==> config.mk <==
export PLATFORM = sky130hd
export DESIGN_NAME = coin_feeder_fsm_flat
export DESIGN_NICKNAME = d
export VERILOG_FILES = /design/src/rtl/coin_feeder_fsm_pkg.sv /design/src/rtl/coin_feeder_fsm_if.sv /design/src/rtl/coin_feeder_fsm_cycle_timer.sv /design/src/rtl/coin_feeder_fsm.sv /design/src/flat_wrapper.sv
export SDC_FILE = /design/constraint.sdc
export NUM_CORES = 1
export LEC_CHECK = 0
export CAP_MARGIN = 30
export CORE_MARGIN = 5
export CORE_UTILIZATION = 50
export DETAILED_ROUTE_END_ITERATION = 10
export DONT_BUFFER_PORTS = 1
export PLACE_DENSITY = 0.65
export SETUP_SLACK_MARGIN = 0.5
export SYNTH_ARGS = -nofsm -noshare
export SYNTH_HDL_FRONTEND = slang
export SYNTH_SLANG_ARGS = --single-unit
export TNS_END_PERCENT = 100
==> constraint.sdc <==
create_clock -name sys_clk -period 4.9 [get_ports sys_clk]
set_clock_uncertainty 0.15 [all_clocks]
set_input_delay 0.98 -clock sys_clk [delete_from_list [all_inputs] [get_ports sys_clk]]
set_output_delay 0.98 -clock sys_clk [all_outputs]
set_load 0.02 [all_outputs]
==> src/rtl/coin_feeder_fsm_pkg.sv <==
// Shared state encoding and width helpers for the coin feeder controller.
// Imported by the interface, the top level and the timer.
package coin_feeder_pkg;

  typedef logic [2:0] state_t;

  localparam state_t ST_IDLE      = 3'd0;
  localparam state_t ST_INSERT    = 3'd1;
  localparam state_t ST_GAP       = 3'd2;
  localparam state_t ST_WAIT_COLA = 3'd3;
  localparam state_t ST_DONE      = 3'd4;

  // Width of the requested-quantity bus and of the remaining-colas counter.
  localparam int NUM_W = 4;

  // Bits needed to hold values 0..max_val, never less than one.
  function automatic int cnt_width(input int max_val);
    return (max_val < 1) ? 1 : $clog2(max_val + 1);
  endfunction

endpackage

==> src/rtl/coin_feeder_fsm_if.sv <==
// Buyer/vendor signal bundle: master is the coin feeder, slave is the vendor or bench side.
// pi_pause exists only when COIN_FEEDER_PAUSE_EN is defined.
interface coin_feeder_fsm_if #(
  parameter int CNT_W = 8
);
  import coin_feeder_pkg::*;

  logic             pi_buy;
  logic [NUM_W-1:0] pi_num;
  logic             pi_cola;
`ifdef COIN_FEEDER_PAUSE_EN
  logic             pi_pause;
`endif
  logic             po_money;
  logic             po_busy;
  logic             po_done;
  logic             po_err;
  logic [CNT_W-1:0] po_bought;

`ifdef COIN_FEEDER_PAUSE_EN
  modport master (
    input  pi_buy, pi_num, pi_cola, pi_pause,
    output po_money, po_busy, po_done, po_err, po_bought
  );
  modport slave (
    output pi_buy, pi_num, pi_cola, pi_pause,
    input  po_money, po_busy, po_done, po_err, po_bought
  );
`else
  modport master (
    input  pi_buy, pi_num, pi_cola,
    output po_money, po_busy, po_done, po_err, po_bought
  );
  modport slave (
    output pi_buy, pi_num, pi_cola,
    input  po_money, po_busy, po_done, po_err, po_bought
  );
`endif

endinterface

==> src/rtl/coin_feeder_fsm_cycle_timer.sv <==
// Loadable down-counter with a zero flag; load wins over enable and the count stops at zero.
// Zero flag is registered state, so it lags a load by one cycle.
module cycle_timer
  import coin_feeder_pkg::*;
#(
  parameter int W = 4
) (
  input  logic         i_clk,
  input  logic         i_rst,
  input  logic         i_load,
  input  logic [W-1:0] i_load_val,
  input  logic         i_en,
  output logic         o_zero
);

  logic [W-1:0] r_cnt;

  always_ff @(posedge i_clk) begin
    if (i_rst) begin
      r_cnt <= '0;
    end else if (i_load) begin
      r_cnt <= i_load_val;
    end else if (i_en && (r_cnt != '0)) begin
      r_cnt <= r_cnt - W'(1);
    end
  end

  assign o_zero = (r_cnt == '0);

endmodule

==> src/rtl/coin_feeder_fsm.sv <==
// Auto-buyer: pulses PRICE coins per cola with GAP idle cycles between, waits up to TIMEOUT cycles for the cola.
// Outputs decode registered state only; COIN_FEEDER_PAUSE_EN adds pi_pause, which freezes everything and masks coins.
module coin_feeder_fsm
  import coin_feeder_pkg::*;
#(
  parameter int PRICE   = 3,
  parameter int GAP     = 2,
  parameter int TIMEOUT = 8,
  parameter int CNT_W   = 8
) (
  input  logic              sys_clk,
  input  logic              sys_rst,
  coin_feeder_fsm_if.master bus
);

  localparam int COIN_W = cnt_width(PRICE);
  localparam int TMR_W  = cnt_width((GAP > TIMEOUT) ? GAP : TIMEOUT);

  localparam logic [COIN_W-1:0] LAST_COIN = COIN_W'(PRICE - 1);
  localparam logic [TMR_W-1:0]  GAP_LOAD  = TMR_W'((GAP > 0) ? GAP - 1 : 0);
  localparam logic [TMR_W-1:0]  TO_LOAD   = TMR_W'(TIMEOUT - 1);
  // With no gap the next coin follows immediately.
  localparam state_t            ST_NEXT_COIN = (GAP == 0) ? ST_INSERT : ST_GAP;

  state_t             r_state;
  logic [COIN_W-1:0]  r_coin_cnt;
  logic [NUM_W-1:0]   r_remaining;
  logic               r_err;
  logic [CNT_W-1:0]   r_bought;

  state_t             w_state_nxt;
  logic [COIN_W-1:0]  w_coin_nxt;
  logic [NUM_W-1:0]   w_rem_nxt;
  logic               w_err_nxt;
  logic [CNT_W-1:0]   w_bought_nxt;
  logic               w_tmr_load;
  logic [TMR_W-1:0]   w_tmr_val;
  logic               w_tmr_en;
  logic               w_tmr_zero;
  logic               w_take_cola;
  logic               w_pause;

`ifdef COIN_FEEDER_PAUSE_EN
  assign w_pause = bus.pi_pause;
`else
  assign w_pause = 1'b0;
`endif

  cycle_timer #(
    .W (TMR_W)
  ) u_timer (
    .i_clk      (sys_clk),
    .i_rst      (sys_rst),
    .i_load     (w_tmr_load & ~w_pause),
    .i_load_val (w_tmr_val),
    .i_en       (w_tmr_en & ~w_pause),
    .o_zero     (w_tmr_zero)
  );

  always_comb begin
    w_state_nxt  = r_state;
    w_coin_nxt   = r_coin_cnt;
    w_rem_nxt    = r_remaining;
    w_err_nxt    = r_err;
    w_bought_nxt = r_bought;
    w_tmr_load   = 1'b0;
    w_tmr_val    = GAP_LOAD;
    w_tmr_en     = 1'b0;
    w_take_cola  = 1'b0;

    case (r_state)
      ST_IDLE: begin
        if (bus.pi_buy) begin
          w_err_nxt = 1'b0;
          if (bus.pi_num != '0) begin
            w_rem_nxt   = bus.pi_num;
            w_coin_nxt  = '0;
            w_state_nxt = ST_INSERT;
          end else begin
            w_state_nxt = ST_DONE;
          end
        end
      end
      ST_INSERT: begin
        w_coin_nxt = r_coin_cnt + COIN_W'(1);
        if (r_coin_cnt == LAST_COIN) begin
          // A vendor that answers in the same cycle as the final coin is honoured here.
          if (bus.pi_cola) begin
            w_take_cola = 1'b1;
          end else begin
            w_state_nxt = ST_WAIT_COLA;
            w_tmr_load  = 1'b1;
            w_tmr_val   = TO_LOAD;
          end
        end else begin
          w_state_nxt = ST_NEXT_COIN;
          w_tmr_load  = 1'b1;
        end
      end
      ST_GAP: begin
        if (w_tmr_zero) begin
          w_state_nxt = ST_INSERT;
        end else begin
          w_tmr_en = 1'b1;
        end
      end
      ST_WAIT_COLA: begin
        if (bus.pi_cola) begin
          w_take_cola = 1'b1;
        end else if (w_tmr_zero) begin
          w_err_nxt   = 1'b1;
          w_state_nxt = ST_DONE;
        end else begin
          w_tmr_en = 1'b1;
        end
      end
      ST_DONE: begin
        w_state_nxt = ST_IDLE;
      end
      default: begin
        w_state_nxt = ST_IDLE;
      end
    endcase

    if (w_take_cola) begin
      w_bought_nxt = (r_bought == '1) ? r_bought : r_bought + CNT_W'(1);
      w_rem_nxt    = r_remaining - NUM_W'(1);
      w_coin_nxt   = '0;
      if (r_remaining == NUM_W'(1)) begin
        w_state_nxt = ST_DONE;
      end else begin
        w_state_nxt = ST_NEXT_COIN;
        w_tmr_load  = 1'b1;
        w_tmr_val   = GAP_LOAD;
      end
    end
  end

  always_ff @(posedge sys_clk) begin
    if (sys_rst) begin
      r_state     <= ST_IDLE;
      r_coin_cnt  <= '0;
      r_remaining <= '0;
      r_err       <= 1'b0;
      r_bought    <= '0;
    end else if (!w_pause) begin
      r_state     <= w_state_nxt;
      r_coin_cnt  <= w_coin_nxt;
      r_remaining <= w_rem_nxt;
      r_err       <= w_err_nxt;
      r_bought    <= w_bought_nxt;
    end
  end

  // A paused INSERT keeps its state, so the coin is re-issued once pause drops.
  assign bus.po_money  = (r_state == ST_INSERT) & ~w_pause;
  assign bus.po_busy   = (r_state != ST_IDLE);
  assign bus.po_done   = (r_state == ST_DONE);
  assign bus.po_err    = r_err;
  assign bus.po_bought = r_bought;

endmodule

==> src/flat_wrapper.sv <==
// flat-port wrapper written by rule: the top's interface ports become plain ports
module coin_feeder_fsm_flat import coin_feeder_pkg::*;
#(
  parameter int PRICE   = 3,
  parameter int GAP     = 2,
  parameter int TIMEOUT = 8,
  parameter int CNT_W   = 8
)
  (sys_clk, sys_rst, bus_pi_buy, bus_pi_num, bus_pi_cola, bus_po_money, bus_po_busy, bus_po_done, bus_po_err, bus_po_bought);
  coin_feeder_fsm_if #(.CNT_W(CNT_W)) bus_i ();
  input  logic sys_clk;
  input  logic sys_rst;
  input wire logic [$bits(bus_i.pi_buy)-1:0] bus_pi_buy;
  input wire logic [$bits(bus_i.pi_num)-1:0] bus_pi_num;
  input wire logic [$bits(bus_i.pi_cola)-1:0] bus_pi_cola;
  output wire logic [$bits(bus_i.po_money)-1:0] bus_po_money;
  output wire logic [$bits(bus_i.po_busy)-1:0] bus_po_busy;
  output wire logic [$bits(bus_i.po_done)-1:0] bus_po_done;
  output wire logic [$bits(bus_i.po_err)-1:0] bus_po_err;
  output wire logic [$bits(bus_i.po_bought)-1:0] bus_po_bought;
  assign bus_i.pi_buy = bus_pi_buy;
  assign bus_i.pi_num = bus_pi_num;
  assign bus_i.pi_cola = bus_pi_cola;
  assign bus_po_money = bus_i.po_money;
  assign bus_po_busy = bus_i.po_busy;
  assign bus_po_done = bus_i.po_done;
  assign bus_po_err = bus_i.po_err;
  assign bus_po_bought = bus_i.po_bought;
  coin_feeder_fsm #(.PRICE(PRICE), .GAP(GAP), .TIMEOUT(TIMEOUT), .CNT_W(CNT_W)) u_core (.sys_clk(sys_clk), .sys_rst(sys_rst), .bus(bus_i));
endmodule
==> results of run 1 <==
[worst paths after layout]
| check | from | cells past startpoint | slack, ns | endpoint |
|---|---|---|---|---|
| worst max-delay path | u_core.r_state[0] | 1 | 2.04 | bus_po_money |
| worst min-delay path | u_core.r_coin_cnt[0] | 1 | 0.34 | u_core.r_coin_cnt[0] |
| worst max register to register | u_core.r_state[0] | 4 | 2.54 | u_core.u_timer.r_cnt[2] |
| worst min register to register | u_core.r_coin_cnt[0] | 1 | 0.34 | u_core.r_coin_cnt[0] |
[cell families after synthesis]
logic type | synth area share
adder cells (fa/ha/maj) | 0.0488
multiplexers | 0.00879
flip-flops | 0.344
buffers and inverters | 0.0527
AND/OR/NAND/NOR | 0.284
XOR/XNOR | 0.0273
AO/OA/AOI/OAI | 0.234
[layout make-up]
cell class,instances,area [µm²]
fillers,238,1130
multi-input cells,115,773
inverters,9,33.8
well taps,30,37.5
clock buffers,4,36.3
flip-flops and latches,22,440
[metrics by stage]
stage / cell area (µm²) / cells / power, µW / utilization
2_1_floorplan: 1280 / 154 / 326 / -
3_3_place_gp: 1280 / 176 / 342 / 0.523
3_5_place_dp: 1280 / 176 / 349 / 0.523
4_1_cts: 1320 / 180 / 452 / 0.538
5_1_grt: 1320 / 180 / 481 / 0.538
6_report: 1320 / 180 / 447 / 0.538
[flip-flops by register name (all words and copies together), names as in the netlist]
| name | count |
|---|---|
| u_core.r_remaining | 4 |
| u_core.r_state | 3 |
| u_core.r_coin_cnt | 2 |
| u_core.bus.po_err | 1 |
| u_core.u_timer.r_cnt | 4 |
| u_core.bus.po_bought | 8 |
[metal layers]
layer	track usage	wire length [µm]	vias up	part of all wire
met5	0	0	-	0
met2	0.293	1460	29	0.48
met1	0.235	1360	560	0.45
met4	0.0588	33	0	0.011
li1	-	-	573	-
met3	0.0340	169	4	0.056
[where the power goes]
group	switching [µW]	total (µW)	leakage, µW	internal (µW)
sequential	24.3	220	0.000179	196
clock	56.5	102	0.0000210	45.3
combinational	70.8	126	0.000240	54.8
total	152	447	0.000440	296
[placed cells by master, fill, tap and decap left out, types with 2 or more instances in the layout]
cell type  synthesis  layout
or3_1              5       5
nand3_1            6       6
nor2b_1            4       4
ha_1               5       5
a221oi_1           2       2
nand2_1            5       5
xnor2_1            2       2
dfxtp_1           22      22
a41oi_1            2       2
a211oi_1           4       4
clkbuf_4           0       3
and3_1             2       2
nor3_1            11      11
or4_1              3       3
a22oi_1            2       2
o21ai_0            4       4
nor3b_1            5       5
inv_1              9       9
nor4_1             2       2
a32oi_1            2       2
a21oi_1           12      12
nand2b_1           3       3
nor2_1             6       6
o31ai_1            4       4
a21o_1             3       3
nand4_1            3       3
nor4b_1            2       2
nand3b_1           2       2
xor2_1             2       2
[worst reg2reg max path, delay by kind of cell, from the launching register on]
kind             cells  cell delay (ns)
AO/OA/AOI/OAI        1             0.32
AND/OR/NAND/NOR      3             1.25
flip-flops           1             0.59
==> results.cfg, run 1 <==
[status]
status = complete, no violations

[global_route]
grt_first_pass_wirelength_um = 5090
grt_max_degree = 26
grt_pass1_vias = 1129
grt.total_usage = 0.179
grt-ovfl-total = 0
antenna_found_initial = 0

[clocking]
post_cts_buffers = 0
hold_buffers = 0
clkTransAtPathRegs_ns = 0.13
cts_buffers = 3
cts_buffer_depth = 2
cts_root_buffer = clkbuf_4
post_cts_resized = 0
h-tree-depth = 1
cts_tree = done
clk_latency_ns = 0.30
cts.sinks = 22

[placed_design]
pre_cts_ws_ns = 2.39
place.port_buffers = 0
routabilityCongestion = 0.815
dp_hpwl_um = 2130

[floorplanning]
rows = 18
die_height_um = 60.6
dieArea_mm2 = 0.00367
initial_core_util = 0.522
fp.coreArea_mm2 = 0.00245
die_x_um = 60.6
io-pin-count = 20

[yosys]
synth_ff_type = dfxtp_1
ys_seq_elements = 22
synth_fp_nets = 167
synth_top_area_cell = dfxtp_1
yosysMostFrequentCell = dfxtp_1
synth_common_cells = dfxtp_1, a21oi_1, nor3_1, inv_1
netlist_area_mm2 = 0.00128
avgSynthCellArea_um2 = 8.32
ys_seq_area_frac = 0.344
synth_warnings = 0
synthTopCellsByArea = dfxtp_1, ha_1, a21oi_1
synth_top_area_share = 0.344
synth_enable_flop_cells = 0
ys_async_sr_fraction = 0
syn-instance-count = 154
yosysUniqueCellTypes = 42

[run]
max_cap_viol_count = 0

[worst_setup_path]
cp.arrival_ns = 1.73
cp_slowest_cell = nor3b_1
crit_required_ns = 3.77
cp_slowest_stage_delay_ns = 0.85
worstSetupEndpointType = output port
path_max_fanout = 14
crit_path_start_kind = flop
worstPathCellList = nor3b_1
cp_num_buf_inv = 0
critical_path_class = reg2out
critical-path-top-delay-family = simple AND/OR/NAND/NOR gates

[sta]
fin_setup_tns_ns = 0
fmax_mhz = 349
hold_viol = 0
rsz0062_at_grt = no
setup_viol = 0
slew_headroom = 0.347
timing.hold.ws_ns = 0.338
tightest_slew_ns = 0.978
timing.final.ws_setup_ns = 2.04
slew_violations = 0
min_period_over_period = 0.585
period_needed_ns = 2.86

[route]
routed_wl_um = 3020
first_pass_iters = 4
wl_per_cell_um = 16.8
via_count = 1166
viasPerCell = 6.48
drc = 0
drtIter0Drc = 40
ant_nets = 0

[power_and_ir_drop]
p_leak_uw = 0.000440
ir_worst_vdd_uv = 157
p_per_area_mw_per_mm2 = 339

[final_layout]
drive_above_1_share = 0.0600
finalNetCount = 164
syn2layout_area_growth_pct = 3.13
diodes = 0

[min_path]
hp-class = reg2reg
No activity file was read; power rests on OpenSTA's default activity.
==> run 2, diff against run 1 <==
==> constraint.sdc (replaced) <==
create_clock -name sys_clk -period 2.85 [get_ports sys_clk]
set_clock_uncertainty 0.15 [all_clocks]
set_input_delay 0.57 -clock sys_clk [delete_from_list [all_inputs] [get_ports sys_clk]]
set_output_delay 0.57 -clock sys_clk [all_outputs]
set_load 0.02 [all_outputs]
==> run 2 against run 1 <==
  * Combinational power is 75% higher
  * Critical path type unchanged
  * Register-to-register slack worse by 1.9 ns
  * Worst setup slack worse by 1.4 ns
  * Highest routed layer unchanged
  * Cell count is 1.7% higher
  * Clock power is 38% higher
  * Global-route usage is 0.77 points lower
  * Non-clock buffer count is 4 higher
==> results.cfg, run 2 (synthesis gave the netlist of run 1 again) <==
[floorplanning]
die_height_um = 60.6
io-pin-count = 20
dieArea_mm2 = 0.00367
die_x_um = 60.6
fp.coreArea_mm2 = 0.00245
rows = 18
initial_core_util = 0.522

[placed_design]
placedInstanceArea_mm2 = 0.00132
place.port_buffers = 0
pre_cts_ws_ns = 0.634
dp_hpwl_um = 2010
routabilityCongestion = 0.817

[worst_setup_path]
cp.arrival_ns = 1.47
worstPathCellList = nor3b_1
cp_slowest_cell = nor3b_1
crit_required_ns = 2.13
path_max_fanout = 13
worstSetupEndpointType = output port
cp.depth = 1
reg2reg_depth = 6
critical_path_class = reg2out
cp_num_buf_inv = 0
critical-path-top-delay-family = simple AND/OR/NAND/NOR gates
crit_path_start_kind = flop
cp_slowest_stage_delay_ns = 0.62

[sta]
slew_violations = 0
min_period_over_period = 0.769
rsz0062_at_grt = no
setup_viol = 0
slew_headroom = 0.551
timing.hold.ws_ns = 0.167
fmax_mhz = 456
period_needed_ns = 2.19
fin_setup_tns_ns = 0
hold_viol = 0
timing.final.ws_setup_ns = 0.659
tightest_slew_ns = 0.673

[route]
drc = 0
via_count = 1163
topRoutingLayerUsed = met4
wl_met3_um = 137
ant_nets = 0
drtIter0Drc = 33
met2_wirelength_um = 1310
routed_wl_um = 2820
wl_per_cell_um = 15.4
viasPerCell = 6.36
wl_met1_um = 1330
first_pass_iters = 5

[final_layout]
fillerInstances = 239
fin_area_mm2 = 0.00135
largest_reg_flops = 8
syn2layout_area_growth_pct = 4.98
drive_above_1_share = 0.0980
final_cell_mix = dfxtp_1, a21oi_1, nor3_1
diodes = 0
finalNetCount = 168
final_common_cell = dfxtp_1

[clocking]
cts_buffers = 3
post_cts_resized = 0
clk_latency_ns = 0.31
cts_root_buffer = clkbuf_4
cts_tree = done
post_cts_buffers = 0
cts_buffer_depth = 2
cts.sinks = 22
h-tree-depth = 1
clkTransAtPathRegs_ns = 0.12
hold_buffers = 0

[global_route]
grt-ovfl-total = 0
grt.total_usage = 0.171
grt_max_degree = 26
antenna_found_initial = 0
grt_first_pass_wirelength_um = 4820
grt_pass1_vias = 1088

[run]
max_cap_viol_count = 0

[status]
status = complete, no violations

[min_path]
hp-class = in2reg
hold_depth = 1

[power_and_ir_drop]
p_leak_uw = 0.000458
ir_worst_vdd_uv = 521
report.power.total_uw = 740
p_per_area_mw_per_mm2 = 550
-- run 2: where the power goes --
group / internal (µW) / total [µW] / leakage (µW) / switching, µW
Combinational: 102 / 220 / 0.000265 / 119
Sequential: 338 / 378 / 0.000180 / 40.8
Clock: 49.3 / 141 / 0.0000138 / 91.6
-- run 2: layout make-up --
class	instances	area (µm²)	area share
tap	30	37.5	0.0279
timing repair buffer	4	30.0	0.0223
multi-input combinational	115	778	0.579
sequential	22	443	0.329
clock buffer	3	22.5	0.0167
inverter	9	33.8	0.0251
-- run 2: final timing paths --
kind,slack [ns],start,end
worst min-delay path,0.17,sys_rst,u_core.bus.po_bought[2]
worst max-delay path,0.66,u_core.r_state[2],bus_po_done
worst min register to register,0.35,u_core.r_coin_cnt[1],u_core.r_coin_cnt[1]
worst max register to register,0.69,u_core.r_coin_cnt[0],u_core.bus.po_bought[5]
-- run 2: layer usage --
layer	global-route usage	vias up
met4	0.0619	0
met2	0.273	23
met1	0.221	551
met5	0	-
met3	0.0468	4
li1	-	585
-- run 2: through the flow --
stage / instances / utilization
floorplan: 154 / -
CTS: 183 / 0.545
global route: 183 / 0.548
detailed placement: 180 / 0.536
finish: 183 / 0.548
global placement: 180 / 0.536
==> run 3, diff against run 2 <==
==> constraint.sdc (replaced) <==
create_clock -name sys_clk -period 2.25 [get_ports sys_clk]
set_clock_uncertainty 0.15 [all_clocks]
set_input_delay 0.45 -clock sys_clk [delete_from_list [all_inputs] [get_ports sys_clk]]
set_output_delay 0.45 -clock sys_clk [all_outputs]
set_load 0.02 [all_outputs]
==> run 3 against run 2 <==
  * Via count up 8.6%
  * Utilization up 14 points
  * Register-to-register slack worse by 0.24 ns
  * Cell count up 12%
  * Critical endpoint is now bus_po_busy
==> results.cfg, run 3 (synthesis gave the netlist of run 1 again) <==
[placed_design]
routabilityCongestion = 0.790
dp_cells = 185
dp_hpwl_um = 2030
pre_cts_ws_ns = 0.304
place.port_buffers = 0

[status]
status = complete, no violations

[sta]
slew_headroom = 0.753
timing.final.ws_setup_ns = 0.430
fin_setup_tns_ns = 0
rsz0062_at_grt = yes
period_needed_ns = 1.82
tightest_slew_ns = 0.370
timing.hold.ws_ns = 0.0260
fmax_mhz = 550
slew_violations = 0
min_period_over_period = 0.809
setup_viol = 0
hold_viol = 0

[run]
max_cap_viol_count = 0

[final_layout]
diodes = 0
largest_reg_flops = 8
finalNetCount = 189
drive_above_1_share = 0.366
final_common_cell = buf_4
final_cell_mix = buf_4, dfxtp_1, a21oi_1
final_cell_count_no_fill = 205
syn2layout_area_growth_pct = 32.4

[worst_setup_path]
r2r-end = u_core.bus.po_bought[3]
crit_start = u_core.r_state[0]
reg2reg_depth = 5
rr_startpoint = u_core.r_state[2]
worstPathCellList = buf_6 > or3_4
critical-path-top-delay-family = simple AND/OR/NAND/NOR gates
crit_path_start_kind = flop
crit_required_ns = 1.65
cp.depth = 2
critical_path_class = reg2out
rrSetupSlack_ns = 0.45
worstSetupEndpointType = output port
cp_slowest_cell = or3_4
cp.arrival_ns = 1.22
path_max_fanout = 6
cp_num_buf_inv = 1
cp_slowest_stage_delay_ns = 0.43
critPathCapture = bus_po_busy

[route]
viasPerCell = 6.16
drtIter0Drc = 46
routed_wl_um = 3260
first_pass_iters = 4
ant_nets = 0
wl_per_cell_um = 15.9
via_count = 1263
drc = 0

[power_and_ir_drop]
report.power.total_uw = 1260
p_leak_uw = 0.000607
p_clk_frac = 0.246
seqPwrFrac = 0.371
power_switching_uw = 390
ir_worst_vdd_uv = 623
intPower_uw = 867
pwr-share-comb = 0.383
swShare = 0.310
p_per_area_mw_per_mm2 = 741

[clocking]
cts_tree = done
cts_buffers = 3
cts_buffer_depth = 2
clkTransAtPathRegs_ns = 0.13
hold_buffers = 0
clk_latency_ns = 0.32
cts.sinks = 22
h-tree-depth = 1
cts_root_buffer = clkbuf_4

[floorplanning]
fp.coreArea_mm2 = 0.00245
die_height_um = 60.6
die_x_um = 60.6
io-pin-count = 20
rows = 18
initial_core_util = 0.522
dieArea_mm2 = 0.00367

[global_route]
grt_use_met2 = 0.307
grt.total_usage = 0.185
grt_util_met1 = 0.238
grt-ovfl-total = 0
antenna_found_initial = 0
busiest_layer = met2
grt_pass1_vias = 1157
grt_max_degree = 26
use_met3 = 0.0362
grt_first_pass_wirelength_um = 5180

[min_path]
hp-class = in2reg
-- run 3: cell count changes in the layout (fill, tap and decap cells not counted), sizes merged --
| cell | delta |
|---|---|
| clkbuf | +1 |
| buf | +20 |
| bufinv | +1 |
-- run 3: worst min path at each step --
stage | cells after the start | slack, ns | from | to
2_1_floorplan | 1 | 0.27 | u_core.r_coin_cnt[0] | u_core.r_coin_cnt[0]
3_3_place_gp | 1 | 0.27 | u_core.r_coin_cnt[0] | u_core.r_coin_cnt[0]
3_5_place_dp | 1 | 0.29 | u_core.r_coin_cnt[0] | u_core.r_coin_cnt[0]
4_1_cts | 1 | 0.01 | sys_rst | u_core.r_state[2]
5_1_grt | 1 | -0.0005 | sys_rst | u_core.bus.po_bought[3]
6_report | 1 | 0.03 | sys_rst | u_core.r_state[2]
-- run 3: per-layer routing --
layer,share of wire,vias to the layer above
met4,0.014,0
met3,0.059,6
li1,-,625
met2,0.47,39
met1,0.45,593
met5,0,-
-- run 3: final cells by class --
type | instances | area (µm²)
multi-input cells | 115 | 888
fillers | 192 | 758
flip-flops and latches | 22 | 459
repair buffers | 25 | 225
well taps | 30 | 37.5
inverters | 9 | 33.8
clock inverters | 1 | 30.0
clock buffers | 3 | 22.5
-- run 3: stage by stage --
step,instance area (µm²),utilization
4_1_cts,1560,0.636
3_3_place_gp,1380,0.564
5_1_grt,1700,0.691
6_report,1700,0.691
3_5_place_dp,1380,0.564
2_1_floorplan,1320,-
-- run 3: power groups by stage --
stage          Sequential, µW  Clock [µW]  Combinational [µW]
3_5_place_dp              467           0                 326
2_1_floorplan             460           0                 267
6_report                  466         310                 482
4_1_cts                   462         318                 376
3_3_place_gp              465           0                 320
5_1_grt                   473         339                 526
-- run 3: what timing repair did --
| item | 4_1_cts | 5_1_grt |
|---|---|---|
| gates cloned | 0 | 1 |
| buffers inserted | 7 | 8 |
| setup endpoints to repair | 17 | 17 |
| pin swaps | 4 | 1 |
| gates resized for setup | 21 | 13 |
